<file path="config.mk">
export PLATFORM = sky130hd
export DESIGN_NAME = enc_count_ctrl
export DESIGN_NICKNAME = d
export VERILOG_FILES = /design/src/rtl/enc_pkg.sv /design/src/rtl/enc_debounce.sv /design/src/rtl/enc_count_ctrl.sv
export SDC_FILE = /design/constraint.sdc
export NUM_CORES = 1
export LEC_CHECK = 0
export ABC_AREA = 1
export CORE_MARGIN = 2
export CORE_UTILIZATION = 45
export CTS_CLUSTER_DIAMETER = 60
export CTS_CLUSTER_SIZE = 12
export DETAILED_ROUTE_END_ITERATION = 8
export PLACE_DENSITY = 0.68
export RECOVER_POWER = 25
export SLEW_MARGIN = 5
export SYNTH_ARGS = -nofsm -noshare
export SYNTH_HDL_FRONTEND = slang
export SYNTH_SLANG_ARGS = --single-unit
</file>
<file path="constraint.sdc">
create_clock -name clk -period 6.7 [get_ports clk]
set_input_delay 1.34 -clock clk [delete_from_list [all_inputs] [get_ports clk]]
set_output_delay 1.34 -clock clk [all_outputs]
set_load 0.02 [all_outputs]
</file>
<file path="src/rtl/enc_pkg.sv">
// Shared types and helpers for the quadrature encoder controller.
// Latency: none (types and pure functions only).
// Backpressure: not applicable.
//
// Contents:
//   quad_state_t - phase FSM states, named by the filtered {a,b} pair
//   quad_dir_t   - classification of a phase transition
//   ab_to_state  - maps a filtered {a,b} pair onto its phase state
//   cw_next      - successor of a phase state in clockwise order
//   quad_dir     - direction of a transition between two phase states
//   cnt_width    - bit width for a counter that counts 0..n-1 (minimum 1)
package enc_pkg;

  typedef enum logic [2:0] {
    INIT = 3'd0,
    S00  = 3'd1,
    S10  = 3'd2,
    S11  = 3'd3,
    S01  = 3'd4
  } quad_state_t;

  typedef enum logic [1:0] {
    DIR_NONE    = 2'd0,  // no movement, or leaving INIT
    DIR_CW      = 2'd1,  // +1 quarter-step
    DIR_CCW     = 2'd2,  // -1 quarter-step
    DIR_ILLEGAL = 2'd3   // both bits changed at once
  } quad_dir_t;

  // ab[1] is channel A, ab[0] is channel B.
  function automatic quad_state_t ab_to_state(input logic [1:0] ab);
    case (ab)
      2'b00:   return S00;
      2'b10:   return S10;
      2'b11:   return S11;
      default: return S01;
    endcase
  endfunction

  // Clockwise order is S00 -> S10 -> S11 -> S01 -> S00.
  function automatic quad_state_t cw_next(input quad_state_t s);
    case (s)
      S00:     return S10;
      S10:     return S11;
      S11:     return S01;
      S01:     return S00;
      default: return INIT;
    endcase
  endfunction

  // Leaving INIT only establishes the phase reference, so it carries no
  // direction. Any pair that is neither a CW nor a CCW neighbour is a
  // diagonal jump.
  function automatic quad_dir_t quad_dir(input quad_state_t from_s,
                                         input quad_state_t to_s);
    if (from_s == INIT || to_s == INIT || from_s == to_s) begin
      return DIR_NONE;
    end else if (cw_next(from_s) == to_s) begin
      return DIR_CW;
    end else if (cw_next(to_s) == from_s) begin
      return DIR_CCW;
    end else begin
      return DIR_ILLEGAL;
    end
  endfunction

  function automatic int cnt_width(input int n);
    return (n > 1) ? $clog2(n) : 1;
  endfunction

endpackage

</file>
<file path="src/rtl/enc_debounce.sv">
// Two-flop synchronizer plus stability filter for the encoder pin pair.
// Latency: filtered value changes DEB_CYCLES+2 clocks after the first sampling edge.
// Backpressure: none; free-running filter, chg_o is a one-cycle strobe.
//
// Ports:
//   clk_i   - system clock
//   rst_ni  - asynchronous active-low reset
//   ab_i    - raw {a,b} pins (asynchronous)
//   ab_o    - filtered {a,b}, reset value 2'b00
//   chg_o   - one-cycle strobe, high in the cycle ab_o takes a new accepted value
module enc_debounce
  import enc_pkg::*;
#(
  parameter int DEB_CYCLES = 4
) (
  input  logic       clk_i,
  input  logic       rst_ni,
  input  logic [1:0] ab_i,
  output logic [1:0] ab_o,
  output logic       chg_o
);

  localparam int                 CNT_W    = cnt_width(DEB_CYCLES);
  localparam logic [CNT_W-1:0]   CNT_LAST = CNT_W'(DEB_CYCLES - 1);
  localparam logic [CNT_W-1:0]   CNT_ONE  = CNT_W'(1);

  logic [1:0]       sync1_q;
  logic [1:0]       sync2_q;
  logic [1:0]       samp_q;   // sample currently being qualified
  logic [1:0]       filt_q;
  logic [CNT_W-1:0] cnt_q;
  logic [CNT_W-1:0] cnt_d;
  logic             init_q;   // set once the first stable sample is accepted
  logic             chg_q;
  logic             accept;

  // cnt_q counts how many further cycles samp_q has held its value, so
  // cnt_q == DEB_CYCLES-1 means DEB_CYCLES consecutive identical samples.
  // It saturates there so a long-stable value does not wrap back around.
  always_comb begin
    cnt_d = cnt_q;
    if (sync2_q != samp_q) begin
      cnt_d = '0;
    end else if (cnt_q != CNT_LAST) begin
      cnt_d = cnt_q + CNT_ONE;
    end
  end

  // Before the first acceptance the filtered value only holds its reset
  // value, so the first stable sample is accepted even if it equals it;
  // that lets the phase FSM leave INIT whatever the pins are at power-up.
  assign accept = (cnt_q == CNT_LAST) && ((samp_q != filt_q) || !init_q);

  always_ff @(posedge clk_i or negedge rst_ni) begin
    if (!rst_ni) begin
      sync1_q <= 2'b00;
      sync2_q <= 2'b00;
      samp_q  <= 2'b00;
      filt_q  <= 2'b00;
      cnt_q   <= '0;
      init_q  <= 1'b0;
      chg_q   <= 1'b0;
    end else begin
      sync1_q <= ab_i;
      sync2_q <= sync1_q;
      samp_q  <= sync2_q;
      cnt_q   <= cnt_d;
      chg_q   <= accept;
      if (accept) begin
        filt_q <= samp_q;
        init_q <= 1'b1;
      end
    end
  end

  assign ab_o  = filt_q;
  assign chg_o = chg_q;

endmodule

</file>
<file path="src/rtl/enc_count_ctrl.sv">
// Quadrature encoder to bounded position counter (phase FSM, detent accumulator, counter).
// Latency: step pulse and count update DEB_CYCLES+3 clocks after the first sampling edge.
// Backpressure: none; pulses are one cycle and cannot be stalled.
//
// Ports:
//   clk      - system clock
//   reset_n  - asynchronous active-low reset
//   a, b     - raw encoder channels (asynchronous)
//   enable   - when low, steps are still pulsed but count holds
//   clr      - synchronous clear of count and detent accumulator
//   count    - current position, MIN_VAL..MAX_VAL
//   step_cw  - one-cycle pulse per completed CW detent
//   step_ccw - one-cycle pulse per completed CCW detent
//   at_limit - high while count is at MIN_VAL or MAX_VAL
//   err      - one-cycle pulse on a diagonal phase jump
module enc_count_ctrl
  import enc_pkg::*;
#(
  parameter int WIDTH      = 8,
  parameter int MIN_VAL    = 0,
  parameter int MAX_VAL    = 255,
  parameter int WRAP       = 1,
  parameter int DEB_CYCLES = 4,
  parameter int DETENT     = 4
) (
  input  logic             clk,
  input  logic             reset_n,
  input  logic             a,
  input  logic             b,
  input  logic             enable,
  input  logic             clr,
  output logic [WIDTH-1:0] count,
  output logic             step_cw,
  output logic             step_ccw,
  output logic             at_limit,
  output logic             err
);

  // Signed accumulator wide enough to hold +/-DETENT.
  localparam int                      ACC_W   = $clog2(DETENT + 1) + 1;
  localparam logic signed [ACC_W-1:0] ACC_ONE = ACC_W'(1);
  localparam logic signed [ACC_W-1:0] ACC_POS = ACC_W'(DETENT);
  localparam logic signed [ACC_W-1:0] ACC_NEG = -ACC_POS;
  localparam logic [WIDTH-1:0]        MIN_C   = WIDTH'(MIN_VAL);
  localparam logic [WIDTH-1:0]        MAX_C   = WIDTH'(MAX_VAL);
  localparam logic [WIDTH-1:0]        ONE_C   = WIDTH'(1);

  logic [1:0]              filt_ab;
  logic                    filt_chg;

  quad_state_t             state_q, state_d;
  quad_state_t             new_state;
  quad_dir_t               dir;
  logic signed [ACC_W-1:0] acc_q, acc_d, acc_step;
  logic [WIDTH-1:0]        count_q, count_d;
  logic                    step_cw_q, step_cw_d;
  logic                    step_ccw_q, step_ccw_d;
  logic                    err_q, err_d;

  enc_debounce #(
    .DEB_CYCLES (DEB_CYCLES)
  ) u_debounce (
    .clk_i  (clk),
    .rst_ni (reset_n),
    .ab_i   ({a, b}),
    .ab_o   (filt_ab),
    .chg_o  (filt_chg)
  );

  always_comb begin
    state_d    = state_q;
    new_state  = ab_to_state(filt_ab);
    dir        = DIR_NONE;
    acc_step   = acc_q;
    acc_d      = acc_q;
    step_cw_d  = 1'b0;
    step_ccw_d = 1'b0;
    err_d      = 1'b0;
    count_d    = count_q;

    // The FSM only moves on an accepted filtered change, so at most one
    // quarter-step is taken per change.
    if (filt_chg) begin
      dir     = quad_dir(state_q, new_state);
      state_d = new_state;
      case (dir)
        DIR_CW:      acc_step = acc_q + ACC_ONE;
        DIR_CCW:     acc_step = acc_q - ACC_ONE;
        DIR_ILLEGAL: err_d    = 1'b1;
        default:     acc_step = acc_q;
      endcase
    end

    // A full detent emits its pulse and restarts the accumulator; a
    // reversal mid-detent just walks the accumulator back toward zero.
    if (acc_step == ACC_POS) begin
      step_cw_d = 1'b1;
      acc_d     = '0;
    end else if (acc_step == ACC_NEG) begin
      step_ccw_d = 1'b1;
      acc_d      = '0;
    end else begin
      acc_d = acc_step;
    end

    // clr wins over a same-cycle step; the step pulse itself still fires.
    if (clr) begin
      count_d = MIN_C;
      acc_d   = '0;
    end else if (enable && step_cw_d) begin
      if (count_q == MAX_C) begin
        count_d = (WRAP != 0) ? MIN_C : MAX_C;
      end else begin
        count_d = count_q + ONE_C;
      end
    end else if (enable && step_ccw_d) begin
      if (count_q == MIN_C) begin
        count_d = (WRAP != 0) ? MAX_C : MIN_C;
      end else begin
        count_d = count_q - ONE_C;
      end
    end
  end

  always_ff @(posedge clk or negedge reset_n) begin
    if (!reset_n) begin
      state_q    <= INIT;
      acc_q      <= '0;
      count_q    <= MIN_C;
      step_cw_q  <= 1'b0;
      step_ccw_q <= 1'b0;
      err_q      <= 1'b0;
    end else begin
      state_q    <= state_d;
      acc_q      <= acc_d;
      count_q    <= count_d;
      step_cw_q  <= step_cw_d;
      step_ccw_q <= step_ccw_d;
      err_q      <= err_d;
    end
  end

  assign count    = count_q;
  assign step_cw  = step_cw_q;
  assign step_ccw = step_ccw_q;
  assign err      = err_q;
  assign at_limit = (count_q == MIN_C) || (count_q == MAX_C);

endmodule

</file>
## Word level (Yosys, flattened, before mapping)

Cells that the tools add are included.

| cells by class | value |
|---|---|
| add/subtract/negate cells | 5 |
| multipliers | 0 |
| div/mod/pow operators | 0 |
| $lt $le $gt $ge | 0 |
| equal/unequal tests | 23 |
| shift operators | 0 |
| muxes and demuxes | 29 |
| bitwise logic cells | 0 |
| reductions and logical operators | 14 |

Operator list:

| operator | count |
|---|---|
| 8-bit 2-to-1 mux | 5 |
| 3-bit one-hot mux with 4 select lines | 2 |
| 4-bit 2-to-1 mux | 4 |
| 3-bit 2-to-1 mux | 5 |
| 3-bit by 2-bit equality test with 1-bit output, second input constant | 4 |
| 2-bit equality test, second input constant | 5 |
| 2-bit 2-to-1 mux | 5 |
| 3-bit equality test | 3 |
| 3-bit one-hot mux with 3 select lines | 1 |
| 8-bit by 1-bit adder with 8-bit output, second input constant | 1 |
| 8-bit equality test, second input constant | 1 |
| 8-bit logical NOT | 1 |
| 4-bit one-hot mux with 2 select lines | 1 |
| 8-bit by 1-bit subtractor with 8-bit output, second input constant | 1 |
| 3-bit by 1-bit equality test with 1-bit output, second input constant | 2 |
| 3-bit equality test, second input constant | 2 |
| 3-bit logical NOT | 2 |
| 1-bit 2-to-1 mux | 6 |
| 4-bit by 2-bit adder with 4-bit output, second input constant | 1 |
| 4-bit by 3-bit equality test with 1-bit output, second input constant | 1 |
| 4-bit equality test, second input constant | 1 |
| 1-bit logical OR | 4 |
| 2-bit inequality test | 2 |
| 4-bit by 2-bit subtractor with 4-bit output, second input constant | 1 |
| other kinds (8) | 10 |

| storage, ports and cells | value |
|---|---|
| register bits after elaboration | 30 |
| latch bits | 0 |
| bits in writable memories | 0 |
| bits in read-only memories | 0 |
| input port bits | 6 |
| output and inout port bits | 12 |
| logic and storage cells | 84 |
| memories | 0 |

## Longest topological paths before layout

Gate-level depths: netlist (run 1).

| logic depth | value |
|---|---|
| depth in word-level cells | 26 |
| gate-level depth with buffers | 23 |
| depth with buffers taken out | 23 |

## Hierarchy

From an unflattened synthesis (run 1), not the netlist that was laid out.

| unflattened totals | value |
|---|---|
| cells, all modules | 269 |
| area total of the unflattened synthesis | 2000.7 um^2 |

Modules (own cells, without submodules):

| module | times used | cells an instance | area each (um^2) | sequential area each (um^2) |
|---|---|---|---|---|
| enc_count_ctrl | 1 | 230 | 1562.7 | 450.4 |
| enc_debounce | 1 | 39 | 437.9 | 300.3 |

## Worst setup path after synthesis (run 1)

No wires, ideal clock.

| path | value |
|---|---|
| path type | reg-to-reg |
| start | register u_debounce.filt_q[0], in the netlist u_debounce.ab_o[0] |
| end | register count_q[4], in the netlist count[4] |
| library setup time | 0.117 ns |
| data arrival time | 2.972 ns |
| data required time | 6.583 ns |
| path slack | 3.611 ns |
| stages on the path, launching flop included | 21 |
| buffers on the path | 0 |
| clock period less this slack | 3.089 ns |
| cell sequence | dfrtp_1 > inv_1 > ha_1 > xor2_1 > o21ai_0 > inv_1 > nor2_1 > nand2_1 > a21oi_1 > inv_1 > ha_1 > ha_1 > or2_2 > nand3_1 > nand2_1 > nand2_1 > nand2_2 > nand2_2 > nand2_1 > nand2_1 > nand2_1 |

| on the way | value |
|---|---|
| cells in the longest elaborated chain, start to end | 20 |
| elaborated cells between the ends (all ways) | 36 |
| classes of those cells | eq/ne (13); mux (16); reduce/logical (7) |

Ends and longest elaborated chain:

| item | RTL line | text |
|---|---|---|
| start: declaration | enc_debounce.sv:30 | `logic [1:0] filt_q;` |
| start signal: assignment | enc_debounce.sv:70 | `filt_q <= samp_q;` |
| 2-bit equality test or 2-bit logical NOT (tied branches) | enc_pkg.sv:31 | `case (ab)` |
| 3-bit one-hot mux with 3 select lines * | enc_pkg.sv:31 |  |
| 3-bit equality test, or another cell as far along | enc_pkg.sv:41 | `case (s)` |
| 3-bit one-hot mux with 4 select lines | enc_pkg.sv:41 |  |
| 3-bit 2-to-1 mux | enc_pkg.sv:57 | `end else if (cw_next(from_s) == to_s) begin` |
| 3-bit 2-to-1 mux | enc_pkg.sv:55 | `if (from_s == INIT \|\| to_s == INIT \|\| from_s == to_s) begin` |
| 3-bit 2-to-1 mux | enc_count_ctrl.sv:83 | `if (filt_chg) begin` |
| 3-bit equality test | enc_pkg.sv:59 | `end else if (cw_next(to_s) == from_s) begin` |
| [... 4 more ...] | - |  |
| 2-bit equality test or 2-bit by 1-bit equality test with 1-bit output (tied branches) | enc_count_ctrl.sv:86 | `case (dir)` |
| 4-bit one-hot mux with 2 select lines * | enc_count_ctrl.sv:86 |  |
| 4-bit 2-to-1 mux * | enc_count_ctrl.sv:83 |  |
| 4-bit by 3-bit equality test with 1-bit output or 4-bit equality test (tied branches) | enc_count_ctrl.sv:99, enc_count_ctrl.sv:96 |  |
| 1-bit 2-to-1 mux, on equally long branches | enc_count_ctrl.sv:99, enc_count_ctrl.sv:96 |  |
| 1-bit 2-to-1 mux or 1-bit logical AND (tied branches) | enc_count_ctrl.sv:96, enc_count_ctrl.sv:110 |  |
| 1-bit logical AND or 8-bit 2-to-1 mux (tied branches) | enc_count_ctrl.sv:116, enc_count_ctrl.sv:110 |  |
| 3-bit nonzero test (no line) or 8-bit 2-to-1 mux (tied branches) | - |  |
| end signal: assignment | enc_count_ctrl.sv:136 | `count_q <= count_d;` |
| end: declaration | enc_count_ctrl.sv:55 | `logic [WIDTH-1:0] count_q, count_d;` |

Mark *: on every way between the ends. The rest lies on a longest branch, timed or not. The select of a mux whose other input is x is not followed.
A chain may end at the register's enable or synchronous reset.

## Final worst setup path (run 1)

| path | value |
|---|---|
| start | register count_q[0], in the netlist count[0] |
| end | output at_limit |

| on the way | value |
|---|---|
| cells in the longest elaborated chain, start to end | 2 |
| elaborated cells between the ends (all ways) | 3 |
| classes of those cells | eq/ne (1); reduce/logical (2) |

Ends and longest elaborated chain:

| item | RTL line | text |
|---|---|---|
| 8-bit equality test or 8-bit logical NOT (tied branches) | enc_count_ctrl.sv:147 | `assign at_limit = (count_q == MIN_C) \|\| (count_q == MAX_C);` |
| 1-bit logical OR * | enc_count_ctrl.sv:147 |  |
| end: declaration | enc_count_ctrl.sv:35 | `output logic at_limit,` |

Mark *: on every way between the ends. The rest lies on a longest branch, timed or not.

==> results of run 1 <==
[per-stage QoR]
step / setup WS, ns / util (%)
after floorplan: 3.61 / -
after global placement: 3.22 / 53.2
after detailed placement: 3.18 / 53.2
after CTS: 3.07 / 55.5
after global routing: 2.76 / 55.4
final: 3.07 / 55.4
[cell usage in the layout, fill, tap and decap left out, types with 2 or more instances in the layout]
| cell | netlist | layout |
|---|---|---|
| xor2_1 | 9 | 9 |
| ha_1 | 13 | 13 |
| or2_2 | 2 | 2 |
| xnor2_1 | 5 | 5 |
| o21ai_0 | 15 | 15 |
| nor3_1 | 3 | 3 |
| clkdlybuf4s50_1 | 0 | 14 |
| nand2_2 | 3 | 3 |
| nor2_2 | 2 | 2 |
| inv_1 | 36 | 36 |
| clkbuf_8 | 0 | 6 |
| a21oi_1 | 9 | 9 |
| dlygate4sd3_1 | 0 | 3 |
| nor2_1 | 22 | 22 |
| nand4_1 | 3 | 3 |
| dfrtp_1 | 30 | 30 |
| nand3_1 | 20 | 20 |
| nand2_1 | 76 | 76 |
[kinds of logic (layout without fill, tap and decap cells)]
family | Yosys count | count (layout)
simple gates | 133 | 133
buf+inv | 39 | 63
flops | 30 | 30
compound gates | 29 | 29
fa+ha+maj | 14 | 14
xor+xnor | 14 | 14
mux | 1 | 1
[layout make-up]
| cell class | instances | area, sq um |
|---|---|---|
| Fill cell | 389 | 1820 |
| Tap cell | 50 | 62.6 |
| Clock inverter | 2 | 12.5 |
| Multi-Input combinational cell | 191 | 1040 |
| Timing Repair Buffer | 18 | 174 |
| Inverter | 37 | 139 |
| Clock buffer | 6 | 82.6 |
| Sequential cell | 30 | 751 |
[path summary, 6_finish.rpt]
check / endpoint / slack, ns
min reg2reg: u_debounce.sync2_q[0]$_DFF_PN0_ / 0.35
max in group asynchronous: count[3]$_DFFE_PN0P_ / 3.76
min: u_debounce.sync2_q[0]$_DFF_PN0_ / 0.35
max reg2reg: count[4]$_DFFE_PN0P_ / 3.18
max: at_limit / 3.07
min in group asynchronous: u_debounce.sync1_q[1]$_DFF_PN0_ / 2.00
[worst max-delay path: cells and delay by family, from the launching register on]
family        cells  cell delay (ns)
fa+ha+maj         1             0.17
buf+inv           3             0.89
flops             1             0.43
simple gates      3             0.52
[sequential cells by signal (all words and copies together) (netlist names)]
name,count
step_cw,1
acc_q,4
u_debounce.ab_o,2
u_debounce.cnt_q,2
u_debounce.sync2_q,2
step_ccw,1
count,8
u_debounce.chg_o,1
state_q,3
u_debounce.init_q,1
u_debounce.sync1_q,2
u_debounce.samp_q,2
err,1
[metal layers]
metal / GRT usage, % / part of all wire, % / vias up
met5: 0 / 0 / -
met4: 4.91 / 1.3 / 0
met3: 5.81 / 3.8 / 7
met2: 28.5 / 46 / 19
met1: 23.2 / 49 / 746
li1: - / - / 866
[report_power, final]
group          leakage [nW]  internal [W]  total (W)  switching (W)
Sequential            0.399      0.000198   0.000213      0.0000154
Combinational         0.669     0.0000828   0.000211       0.000128
Clock                0.0472     0.0000824   0.000155      0.0000729
Total                  1.12      0.000363   0.000579       0.000216
==> metrics.txt, run 1 <==
Seq cells post-synth=30; worst hold start=u_debounce.sync1_q[0]$_DFF_PN0_; hold_buf cts=0; n_diodes=0; # setup viols final=0; Pre-antenna DRT Iters=4; Main synth FF type=dfrtp_1; Synth async-reset ratio=100%; crit path kind=reg -> out; hpwl dp=~2.9 mm; Via-to-Cell Ratio=about 5; Placer Congestion=roughly 0.84; Total Neg Setup Slack=0 ns; placed instance count=between 300 and 400; # rows=23; final hold violations=0; post-synthesis adder-cell area fraction=under 10%; critical path arrival=~2.3 ns; Synth top area share=38.7%; Final Non-Filler Cells=approximately 330; Critical Path Fanout Max=7; measured slew at the worst slew-check pin=between 1.5 and 2 ns; Synth Area in Compound Gates=around 8.0%; Hold WS=roughly 0.35 ns; die height=69.7 um; first-pass GRT wire length=roughly 6.9 mm; critical path, cell by cell=inv_1, ha_1, nand3_1, nor2_1, inv_1, nand2_1, clkdlybuf4s50_1; Clock H-tree levels=2; Post-synth EDFFs=0; WL/cell=roughly 12 um; most area-hungry cell type in the Yosys netlist=dfrtp_1; RSZ-0062 raised after global routing=false; initial antenna violation count=0; Reg2Reg Depth=20; via count=approximately 1.6k; clk_lat worst skew=between 0.2 and 0.3 ns; Clock Pin Slew Worst Setup and Hold Paths=~0.07 ns; crit path max-delay cell type=clkdlybuf4s50_1; # DRC=0; Slew HR=-8.66%; area of the mapped netlist=0.00194 sq mm; DRT antenna net count=0; max-cap violations=1; die area=just under 0.005 sq mm; Syn Nets=280; pwr dens=roughly 260 mW/mm^2; Leakage=~1.1 nW; most numerous cell in the Yosys netlist=nand2_1; Final Max Tran Viols=31; post-route clock period utilization=54.2%; synth warn=0; core area=~0.0041 sq mm; postcts setup bufs=0; f_max=275 MHz; Root Buffer=clkbuf_8; min-delay worst type=reg -> reg; Critical Path Source=count[0]$_DFFE_PN0P_; Critical R2R Launch=u_debounce.ab_o[1]$_DFFE_PN0P_; Final Skew=between 0.007 and 0.008 ns; Syn Area/Cell=approximately 7.5 sq um; die width=between 60 and 70 um; layout cells sized above 1=5.99%; GR Util All Layers=between 10% and 20%; worst hold stages=0; largest family of logic cells by synthesized area=simple AND/OR/NAND/NOR gates; clock tree sinks=30; Area Growth Syn to Fin=16.6%; largest cells by area after synthesis=dfrtp_1 39%, nand2_1 15%, ha_1 8.4%, inv_1 7.0%, nand3_1 5.2%; Max IR drop VDD=roughly 0.00011 V; Simple-Gate Fraction of Synth Area=between 20 and 30%; crit path time final=around 3.6 ns; maximum clock insertion buffer count=2; vias in the first global route=around 1.6k; total CTS buffers=5; Final Power=0.000579 W; Routed WL=3.86 mm; failing checks=capacitance limit, slew limit; CP Launch Type=register; post_cts resized=0; nets@finish=~300; initial drt markers=between 80 and 90; most instantiated cells after synthesis=76 x nand2_1, 36 x inv_1, 30 x dfrtp_1; largest net degree at the start of global routing=31; cell mode on critical path=inv_1; status=complete, but fails checks; # port buffers=17; Finished Cell Area=approximately 0.0023 sq mm; multiplexer area fraction after synthesis=less than 1%; Synth cell types=27; synthesized instance count=between 200 and 300; Starting Density=47.5%; Crit path required time=around 5.4 ns; max incr delay on CP=between 0.6 and 0.7 ns; xor and xnor fraction of the mapped netlist area=about 6.3%; Area after DPL=around 0.0022 sq mm; sequential share of the synthesized area=38.7%; TritonCTS clock tree=yes; crit end category=output pin; IO Count=18; GRT overflow=0
Power figures use the tool's default switching activity.
==> run 2, diff against run 1 <==
- clock period: 6.7 -> 3.8 ns (I/O delays scaled with it)
==> run 2 against run 1 <==
- critical endpoint is now count[2]$_DFFE_PN0P_
- first-iteration DRC count increased by 35%
- combinational power increased by 76%
- non-clock buffer count increased by 1
- clock skew increased by 0.0012 ns
- largest cell class unchanged
- worst setup slack got worse by 2.7 ns
- critical path depth increased by 13
- the flow still finishes with violations (capacitance limit, slew limit)
- design area increased by 0.66%
==> metrics.txt, run 2 (synthesis results as in run 1) <==
crit path time final=3.43 ns; # DRC=0 (unchanged); Leakage=1.12 nW (+0.50%); worst hold start=u_debounce.sync1_q[1]$_DFF_PN0_; TritonCTS clock tree=yes; Area Growth Syn to Fin=17.4%; Via-to-Cell Ratio=5.04 (+2.7%); clock tree sinks=30 (unchanged); hpwl dp=2.89 mm (+1.0%); initial drt markers=115 (+35%); die area=0.00485 sq mm (unchanged); measured slew at the worst slew-check pin=1.60 ns (-0.0261 ns); Final Max Tran Viols=31 (unchanged); n_diodes=0 (unchanged); Final Skew=0.00863 ns (+0.00120 ns); commonest non-fill, non-tap cell in the layout=nand2_1; critical path arrival=3.61 ns (+1.32 ns); CP Launch Type=register; first-pass GRT wire length=6.80 mm (-2.0%); max reg flops=8 (unchanged); core area=0.00409 sq mm (unchanged); Final Power=0.00102 W (+77%); # rows=23 (unchanged); max-cap violations=1 (unchanged); status=complete, but fails checks; die height=69.7 um (unchanged); maximum clock insertion buffer count=2 (unchanged); Root Buffer=clkbuf_8; GR Util All Layers=17.6% (-0.17 points); RSZ-0062 raised after global routing=false; WL/cell=11.7 um (+1.6%); Max IR drop VDD=0.000304 V (+180%); failing checks=capacitance limit, slew limit; crit end category=register; min-delay worst type=reg -> reg; Critical R2R Launch=u_debounce.ab_o[0]$_DFFE_PN0P_; crit path kind=reg -> reg; Slew HR=-6.92% (+1.7 points); final hold violations=0 (unchanged); Final Non-Filler Cells=335 (+0.30%); GRT overflow=0 (unchanged); post-route clock period utilization=about nine tenths; Crit path required time=3.97 ns (-1.39 ns); # setup viols final=0 (unchanged); Placer Congestion=0.907 (+7.8%); die width=69.7 um (unchanged); total CTS buffers=5 (unchanged); pwr dens=449 mW/mm^2 (+75%); Pre-antenna DRT Iters=4 (unchanged); clk_lat worst skew=0.29 ns (about the same); f_max=roughly 300 MHz; vias in the first global route=1560 (-1.8%); Critical Path Source=u_debounce.ab_o[0]$_DFFE_PN0P_; commonest non-fill, non-tap cells in the layout=75 x nand2_1, 36 x inv_1, 30 x dfrtp_1; Critical Path Fanout Max=10 (+3); DRT antenna net count=0 (unchanged); hold_buf cts=0 (unchanged); initial antenna violation count=0 (unchanged); nets@finish=304 (+0.33%); Routed WL=3.94 mm (+1.9%); via count=1687 (+3.0%); IO Count=18 (unchanged); layout cells sized above 1=6.67% (+0.68 points); Starting Density=47.5% (unchanged); # port buffers=17 (unchanged); Clock H-tree levels=2 (unchanged); Total Neg Setup Slack=0 ns (unchanged); Clock Pin Slew Worst Setup and Hold Paths=0.07 ns (about the same); placed instance count=327 (+0.31%); largest net degree at the start of global routing=31 (unchanged)
==> run 2: cell count changes in the layout (fill, tap and decap cells not counted) <==
| cell | before | now |
|---|---|---|
| nand2_1 | 76 | 75 |
| nand2_4 | 0 | 1 |
| buf_4 | 0 | 1 |
==> run 2: final cells by class <==
| cell class | count | area (sq um) |
|---|---|---|
| clock buffers | 6 | 82.6 |
| clock inverters | 2 | 12.5 |
| fillers | 401 | 1810 |
| inverters | 37 | 139 |
| multi-input cells | 191 | 1050 |
| flip-flops and latches | 30 | 751 |
| well taps | 50 | 62.6 |
| repair buffers | 19 | 181 |
==> run 2: timing repair <==
item,in CTS,in global routing
resized for setup,0,2
endpoints found under the hold margin,0,0
setup buffers,0,0
setup endpoints to repair,0,7
==> run 2: layer usage <==
metal  up-vias  GRT usage [%]  wire [um]
li1        864              -          -
met1       773           22.1       1870
met2        38           29.6       1840
met3        12           3.49        144
met4         0           7.69         82
met5         -              0          0
==> run 2: path summary, 6_finish.rpt <==
path | slack, ns | to | depth (start not counted)
setup / recovery | 0.37 | count[2]$_DFFE_PN0P_ | 20
hold / removal | 0.35 | u_debounce.sync2_q[1]$_DFF_PN0_ | 0
setup reg to reg | 0.37 | count[2]$_DFFE_PN0P_ | 20
hold reg to reg | 0.35 | u_debounce.sync2_q[1]$_DFF_PN0_ | 0
max in group asynchronous | 1.46 | step_ccw$_DFF_PN0_ | 2
min in group asynchronous | 1.41 | count[4]$_DFFE_PN0P_ | 2
==> run 2: critical path, stage by stage, from the launching register on <==
cell and delay [ns]:
dfrtp_1 0.41, inv_1 0.12, ha_1 0.35, xor2_1 0.19
o21ai_0 0.17, inv_1 0.06, nor2_1 0.12, nand2_1 0.06
a21oi_1 0.17, inv_1 0.06, ha_1 0.24, ha_1 0.32
or2_2 0.29, nand3_1 0.08, nand2_1 0.07, nand2_2 0.13
nand2_4 0.12, nand2_2 0.14, nand2_1 0.07, nand3_1 0.07
nand2_1 0.06
==> run 2: power breakdown <==
part | total, W | switching (W) | internal (W)
registers | 0.000377 | 0.0000292 | 0.000348
clock network | 0.000273 | 0.000128 | 0.000145
logic | 0.000372 | 0.000223 | 0.000149
==> run 2: stage by stage <==
step	hold slack, ns	util [%]	setup slack, ns	area, sq um
finish	0.352	55.8	0.368	2280
global route	0.371	55.8	0.00954	2280
CTS	0.355	55.7	0.234	2270
detailed placement	0.340	53.3	0.289	2180
global placement	0.332	53.3	0.312	2180
floorplan	0.331	-	0.711	1940
